[src/rtl/ureg_pkg.sv]
// Shared definitions for the universal register: operation-select width and mode encodings.
package ureg_pkg;

    localparam int unsigned MODE_W = 3;

    typedef enum logic [MODE_W-1:0] {
        MODE_HOLD = 3'b000,
        MODE_LOAD = 3'b001,
        MODE_SHL  = 3'b010,
        MODE_SHR  = 3'b011,
        MODE_INC  = 3'b100,
        MODE_DEC  = 3'b101,
        MODE_CPL  = 3'b110,
        MODE_RSVD = 3'b111
    } mode_e;

endpackage

[src/rtl/ureg_bit.sv]
// Single register bit with synchronous reset value and per-bit set/clear override (clear wins).
module ureg_bit (
    input  logic i_clk,
    input  logic i_nrst,
    input  logic i_rst_val,
    input  logic i_d,
    input  logic i_set,
    input  logic i_clr,
    output logic o_q
);

    logic r_q;

    always_ff @(posedge i_clk) begin
        if (!i_nrst) begin
            r_q <= i_rst_val;
        end else if (i_clr) begin
            r_q <= 1'b0;
        end else if (i_set) begin
            r_q <= 1'b1;
        end else begin
            r_q <= i_d;
        end
    end

    assign o_q = r_q;

endmodule

[src/rtl/ureg.sv]
// Parametrised universal register: hold/load/shift/inc/dec/complement with per-bit set/clear,
// registered carry/shift-out flag and combinational zero flag.
module ureg
    import ureg_pkg::*;
#(
    parameter int unsigned      WIDTH     = 8,
    parameter logic [WIDTH-1:0] RESET_VAL = '0
) (
    input  logic              clk,
    input  logic              nrst,
    input  logic [MODE_W-1:0] mode,
    input  logic [WIDTH-1:0]  d,
    input  logic              sin,
    input  logic [WIDTH-1:0]  set,
    input  logic [WIDTH-1:0]  clr,
    output logic [WIDTH-1:0]  q,
    output logic [WIDTH-1:0]  nq,
    output logic              co,
    output logic              zero
);

    logic [WIDTH-1:0] w_q;
    logic [WIDTH-1:0] w_next;
    logic [WIDTH:0]   w_inc;
    logic [WIDTH-1:0] w_dec;
    logic             w_co_next;
    logic             r_co;

    assign w_inc = {1'b0, w_q} + {{WIDTH{1'b0}}, 1'b1};
    assign w_dec = w_q - {{(WIDTH-1){1'b0}}, 1'b1};

    // co is derived from the pre-edge q only; set/clr act later inside each bit cell.
    always_comb begin
        w_next    = w_q;
        w_co_next = r_co;
        case (mode_e'(mode))
            MODE_LOAD: w_next = d;
            MODE_SHL: begin
                w_next    = {w_q[WIDTH-2:0], sin};
                w_co_next = w_q[WIDTH-1];
            end
            MODE_SHR: begin
                w_next    = {sin, w_q[WIDTH-1:1]};
                w_co_next = w_q[0];
            end
            MODE_INC: begin
                w_next    = w_inc[WIDTH-1:0];
                w_co_next = w_inc[WIDTH];
            end
            MODE_DEC: begin
                w_next    = w_dec;
                w_co_next = (w_q == '0);
            end
            MODE_CPL: w_next = ~w_q;
            default: begin
            end
        endcase
    end

    genvar gi;
    generate
        for (gi = 0; gi < WIDTH; gi++) begin : g_bit
            ureg_bit u_bit (
                .i_clk     (clk),
                .i_nrst    (nrst),
                .i_rst_val (RESET_VAL[gi]),
                .i_d       (w_next[gi]),
                .i_set     (set[gi]),
                .i_clr     (clr[gi]),
                .o_q       (w_q[gi])
            );
        end
    endgenerate

    always_ff @(posedge clk) begin
        if (!nrst) begin
            r_co <= 1'b0;
        end else begin
            r_co <= w_co_next;
        end
    end

    assign q    = w_q;
    assign nq   = ~w_q;
    assign co   = r_co;
    assign zero = (w_q == '0);

endmodule

[config.mk]
export PLATFORM = sky130hd
export DESIGN_NAME = ureg
export DESIGN_NICKNAME = d
export VERILOG_FILES = /design/src/rtl/ureg_pkg.sv /design/src/rtl/ureg_bit.sv /design/src/rtl/ureg.sv
export SDC_FILE = /design/constraint.sdc
export NUM_CORES = 1
export LEC_CHECK = 0
export CAP_MARGIN = 20
export CORE_MARGIN = 4
export CORE_UTILIZATION = 40
export CTS_CLUSTER_SIZE = 30
export DETAILED_ROUTE_END_ITERATION = 7
export PLACE_DENSITY = 0.82
export SLEW_MARGIN = 40
export SYNTH_ARGS = -nofsm -noshare
export SYNTH_HDL_FRONTEND = slang
export SYNTH_SLANG_ARGS = --single-unit
[constraint.sdc]
create_clock -name clk -period 1.6 [get_ports clk]
set_clock_uncertainty 0.05 [all_clocks]
set_input_delay 0.32 -clock clk [delete_from_list [all_inputs] [get_ports clk]]
set_output_delay 0.32 -clock clk [all_outputs]
set_load 0.01 [all_outputs]
======== Word level (Yosys, flattened, before mapping) ========
Index checks and enable logic that the tools add are counted.
cells by class
  add/sub/neg operators ................... 2
  reductions and logical operators ........ 18
  mux-type cells .......................... 10
  equal/unequal tests ..................... 6
  bitwise logic cells ..................... 2
operators with widths
  operator                                                                count
  7-bit nonzero test                                                      8
  8-bit case mux with 6 select lines                                      1
  2-bit OR reduction                                                      8
  8-bit by 1-bit adder with 9-bit output (second input constant)          1
  3-bit equality test (second input constant)                             3
  8-bit logical NOT                                                       1
  1-bit two-way mux                                                       8
  8-bit inverter                                                          1
  8-bit by 1-bit subtractor with 8-bit output (second input constant)     1
  3-bit by 2-bit equality test with 1-bit output (second input constant)  2
  1-bit case mux with 4 select lines                                      1
  4-bit nonzero test                                                      1
  3-bit by 1-bit equality test with 1-bit output (second input constant)  1
  1-bit inverter                                                          1
storage, ports and cells
  output and inout bits ................... 18
  input bits .............................. 30
  register bits ........................... 9

======== Longest topological paths before layout ========
  word-level depth ........................ 3
  depth in mapped cells ................... 7
  gate-level depth less buffers ........... 6

======== Hierarchy ========
A second synthesis with hierarchy kept.
second synthesis, totals
  cell total of the unflattened synthesis .. 198
  area total of the unflattened synthesis .. 1307.5 um2
modules (own cells, without submodules)
  module    cells each  sequential area each (um2)  times used  area each (um2)
  ureg      158         20.0                        1           937.1
  ureg_bit  5           20.0                        8           46.3

======== Worst setup path before layout ========
No wires, ideal clock.
  kind .................................... flip-flop to flip-flop
  start ................................... register g_bit[1].u_bit.r_q
  end ..................................... register g_bit[4].u_bit.r_q
  data required time ...................... 1.459 ns
  clock period less this slack ............ 1.729 ns
  stages on the path, launching flop included .. 8
  data arrival time ....................... 1.588 ns
  path slack .............................. -0.129 ns
  path through ............................ dfxtp_1 clkbuf_1 inv_1 ha_1 nor3b_1 xnor2_1 o221ai_1 a311oi_1
between the ends
  longest elaborated chain between the ends .. 3
RTL lines
  item                                                                                                   line                    source
  from (decl)                                                                                            ureg_bit.sv:12          logic r_q;
  from (signal assigned)                                                                                 ureg_bit.sv:16          r_q <= i_rst_val;
  from (signal assigned)                                                                                 ureg_bit.sv:22          r_q <= i_d;
  8-bit by 1-bit subtractor with 8-bit output or 8-bit by 1-bit adder with 9-bit output (tied branches)  ureg.sv:30, ureg.sv:29
  8-bit case mux with 6 select lines *                                                                   ureg.sv:36              case (mode_e'(mode))
  1-bit two-way mux *                                                                                    ureg_bit.sv:19          end else if (i_set) begin
  to (signal assigned)                                                                                   ureg_bit.sv:16
  to (signal assigned)                                                                                   ureg_bit.sv:22
  to (decl)                                                                                              ureg_bit.sv:12
Every way passes the cells marked *; elsewhere a longest branch is shown, timed or not.
A chain may end at the register's enable or synchronous reset.

======== Worst setup path in the final report ========
  start ................................... register g_bit[2].u_bit.r_q
  end ..................................... output zero
between the ends
  longest elaborated chain between the ends .. 1
RTL lines
  item                    line            source
  from (decl)             ureg_bit.sv:12
  from (signal assigned)  ureg_bit.sv:16
  from (signal assigned)  ureg_bit.sv:22
  8-bit logical NOT       ureg.sv:86      assign zero = (w_q == '0);
  to (decl)               ureg.sv:19      output logic zero
Every way passes these cells.

==> run_results.csv <==
group,metric,value,unit
yosys,synth_compound_area_share,32.3,%
timing,period_needed,1670,ps
global_routing,grt_first_pass_wirelength,6940,um
floorplan,core,3030,um2
yosys,ys_types,54,
power,peakVddDrop,246,uV
timing,fin_hold_ws,485,ps
yosys,syn_area,1250,um2
route,wl_per_cell,16.4,um
timing,fmax,598,MHz
floorplan,fp.dieArea,4080,um2
critical_path,startpoint_type,"register",
final_layout,drive_above_1_share,32.2,%
timing,drv_slew,0,
route,drtIter0Drc,147,
power,leakage,0.877,nW
timing,fin_ws,-73.4,ps
timing,setup_viol,1,
timing,finalCritPeriodShare,105,%
global_routing,grt_start_max_net_pins,17,
route,drtAntennaViolNets,0,
yosys,yosysWarnings,0,
yosys,async_flop_share,0,%
critical_path,crit_required,1230,ps
route,via_per_inst,5.84,
timing,fin_setup_tns,-73.4,ps
yosys,synthSimpleGateAreaFrac,29.0,%
clock_network,cts_hold_buf,0,
route,drt-total-wl,4690,um
floorplan,start_util,41.3,%
route,dr.pass1.iters,4,
yosys,synth.most_common_cell,"inv_1",
clock_network,h-tree-depth,1,
yosys,synth_nets,204,
timing,rsz0062_at_grt,"true",
clock_network,cts_made_buffers,3,
global_routing,antenna_found_initial,0,
yosys,yosysSeqAreaShare,14.4,%
floorplan,die_x,63.9,um
floorplan,io_pins,48,
floorplan,die_y,63.9,um
timing,worst_slew_pin_slew,307,ps
yosys,synth_fa_ha_area_share,2.00,%
place,place_ws,-482,ps
final_layout,diodes,0,
final_layout,fin_nets,275,
clock_network,root_buffer,"clkbuf_4",
yosys,yosysTopAreaCellShare,14.4,%
yosys,synth_top_family_by_area,"compound AO/OA/AOI/OAI gates",
final_layout,fill_cells,227,
yosys,yosys.area.top_type,"dfxtp_1",
clock_network,insertion_delay,280,ps
yosys,ys_top_cells_by_count,"inv_1 (13), a21oi_1 (11), buf_2 (10), dfxtp_1 (9), nor2_1 (9)",
route,num_vias,1671,
global_routing,gr-usage-all-layers,21.3,%
yosys,synthTopCellsByArea,"dfxtp_1 (14%), buf_4 (4.8%), a21oi_1 (4.4%)",
critical_path,end_kind,"output pin",
timing,hold_viol,0,
global_routing,grt_pass1_vias,1481,
run_status,status,"finished, violations left",
route,drc,0,
worst_hold_path,hold_class,"reg2reg",
yosys,synthCells,172,
yosys,syn-mean-instance-area,7.27,um2
run_status,violations,"setup timing",
critical_path,worst-path-max-fanout,2,
global_routing,grt-ovfl-total,0,
final_layout,area_delta_synth_final,70.9,%
yosys,yosys_register_bits,9,
place,dpl.hpwl,3200,um
place,place.gp.congestion,0.902,
job,maxCapViolations,0,
clock_network,clock-sinks,9,
power,power.density,475,nW/um2
floorplan,rows,20,
critical_path,cp_data_arrival_time,1300,ps
place,port_buffers,47,
timing,max_slew_margin,79.5,%
clock_network,clockBufferDepth,2,
clock_network,clkTransAtPathRegs,70,ps
yosys,synthFlopType,"dfxtp_1",
yosys,synthMuxAreaShare,4.90,%
yosys,yosys.area_share.xor_xnor,2.80,%
clock_network,cts_tree,"yes",
yosys,synth_edf_count,0,
critical_path,path_class,"reg2out",
[what timing repair did]
item	in CTS	in global routing
setup endpoints to repair	23	11
pin swaps	5	11
gates cloned	1	0
resized for setup	37	29
setup buffers	0	1
[cells by family after synthesis]
group,Yosys count
compound gates,55
mux,6
buf+inv,37
xor+xnor,4
flops,9
fa+ha+maj,2
simple gates,59
[path summary, 6_finish.rpt]
check / startpoint / cells after the start / to / slack [ps]
max: g_bit[2].u_bit.o_q / 3 / zero / -70
min: co / 2 / co / 490
max reg2reg: g_bit[1].u_bit.o_q / 5 / g_bit[6].u_bit.o_q / 60
min reg2reg: co / 2 / co / 490
[worst max-delay path, cell delays in order, from the launching register on]
cell and delay, ps:
dfxtp_2 340, nor4_4 300, and4_1 250, buf_2 140
[state kept, by name, summed over array words and instances (netlist names)]
| signal | count |
|---|---|
| co | 1 |
| g_bit.u_bit.o_q | 8 |
[power by group]
group | internal, mW | total [mW] | switching, mW
combinational | 0.296 | 0.558 | 0.262
sequential | 0.242 | 0.257 | 0.0153
clock | 0.0970 | 0.199 | 0.102
[layout by cell type (no fill, tap or decap), types with 2 or more instances in the layout]
cell type        Yosys  layout
a211o_1              3       3
clkdlybuf4s50_1      0      27
dfxtp_1              9       3
nor3_2               0       3
and3_1               2       2
nand3_1              6       5
a32oi_1              2       2
nor3b_4              0       2
or3_1                2       2
mux2i_1              5       5
nand2b_1             6       6
o21ai_0              8       7
xnor2_1              3       3
buf_6                0      11
a21oi_1             11      11
inv_1               13      11
o221ai_1             3       3
dlygate4sd2_1        0      18
nand2_1              5       5
ha_4                 0       2
dfxtp_2              0       6
inv_2                0       2
o211ai_1             6       6
nor4_4               1       2
nor2_1               9       9
a211oi_1             5       4
clkbuf_4             0       3
buf_2               10       2
buf_4                8      31
nor3b_2              0       2
a311oi_1             3       3
nor3_1               8       5
nor2b_1              3       3
[final cells by class]
class	count	area (um2)	area share [%]
repair buffers	90	800	37.4
flip-flops and latches	9	188	8.79
well taps	44	55.1	2.58
multi-input cells	126	1020	47.7
clock buffers	4	26.3	1.23
inverters	13	48.8	2.28
[metal layers]
layer	wire length (um)	vias up	global-route usage, %
met4	139	0	9.70
met1	1930	785	27.1
met2	2270	84	35.9
met5	0	-	0
li1	-	784	-
met3	354	18	2.11
[per-stage QoR]
step                power, mW  cell area (um2)  instances  util, %
floorplan               0.528             1260        172        -
global placement        0.764             1960        280     64.7
detailed placement      0.772             1960        280     64.7
CTS                     0.951             2020        285     66.7
global route             1.06             2140        286     70.5
finish                   1.01             2140        286     70.5
Note: power is estimated with default switching activity, not from simulation.
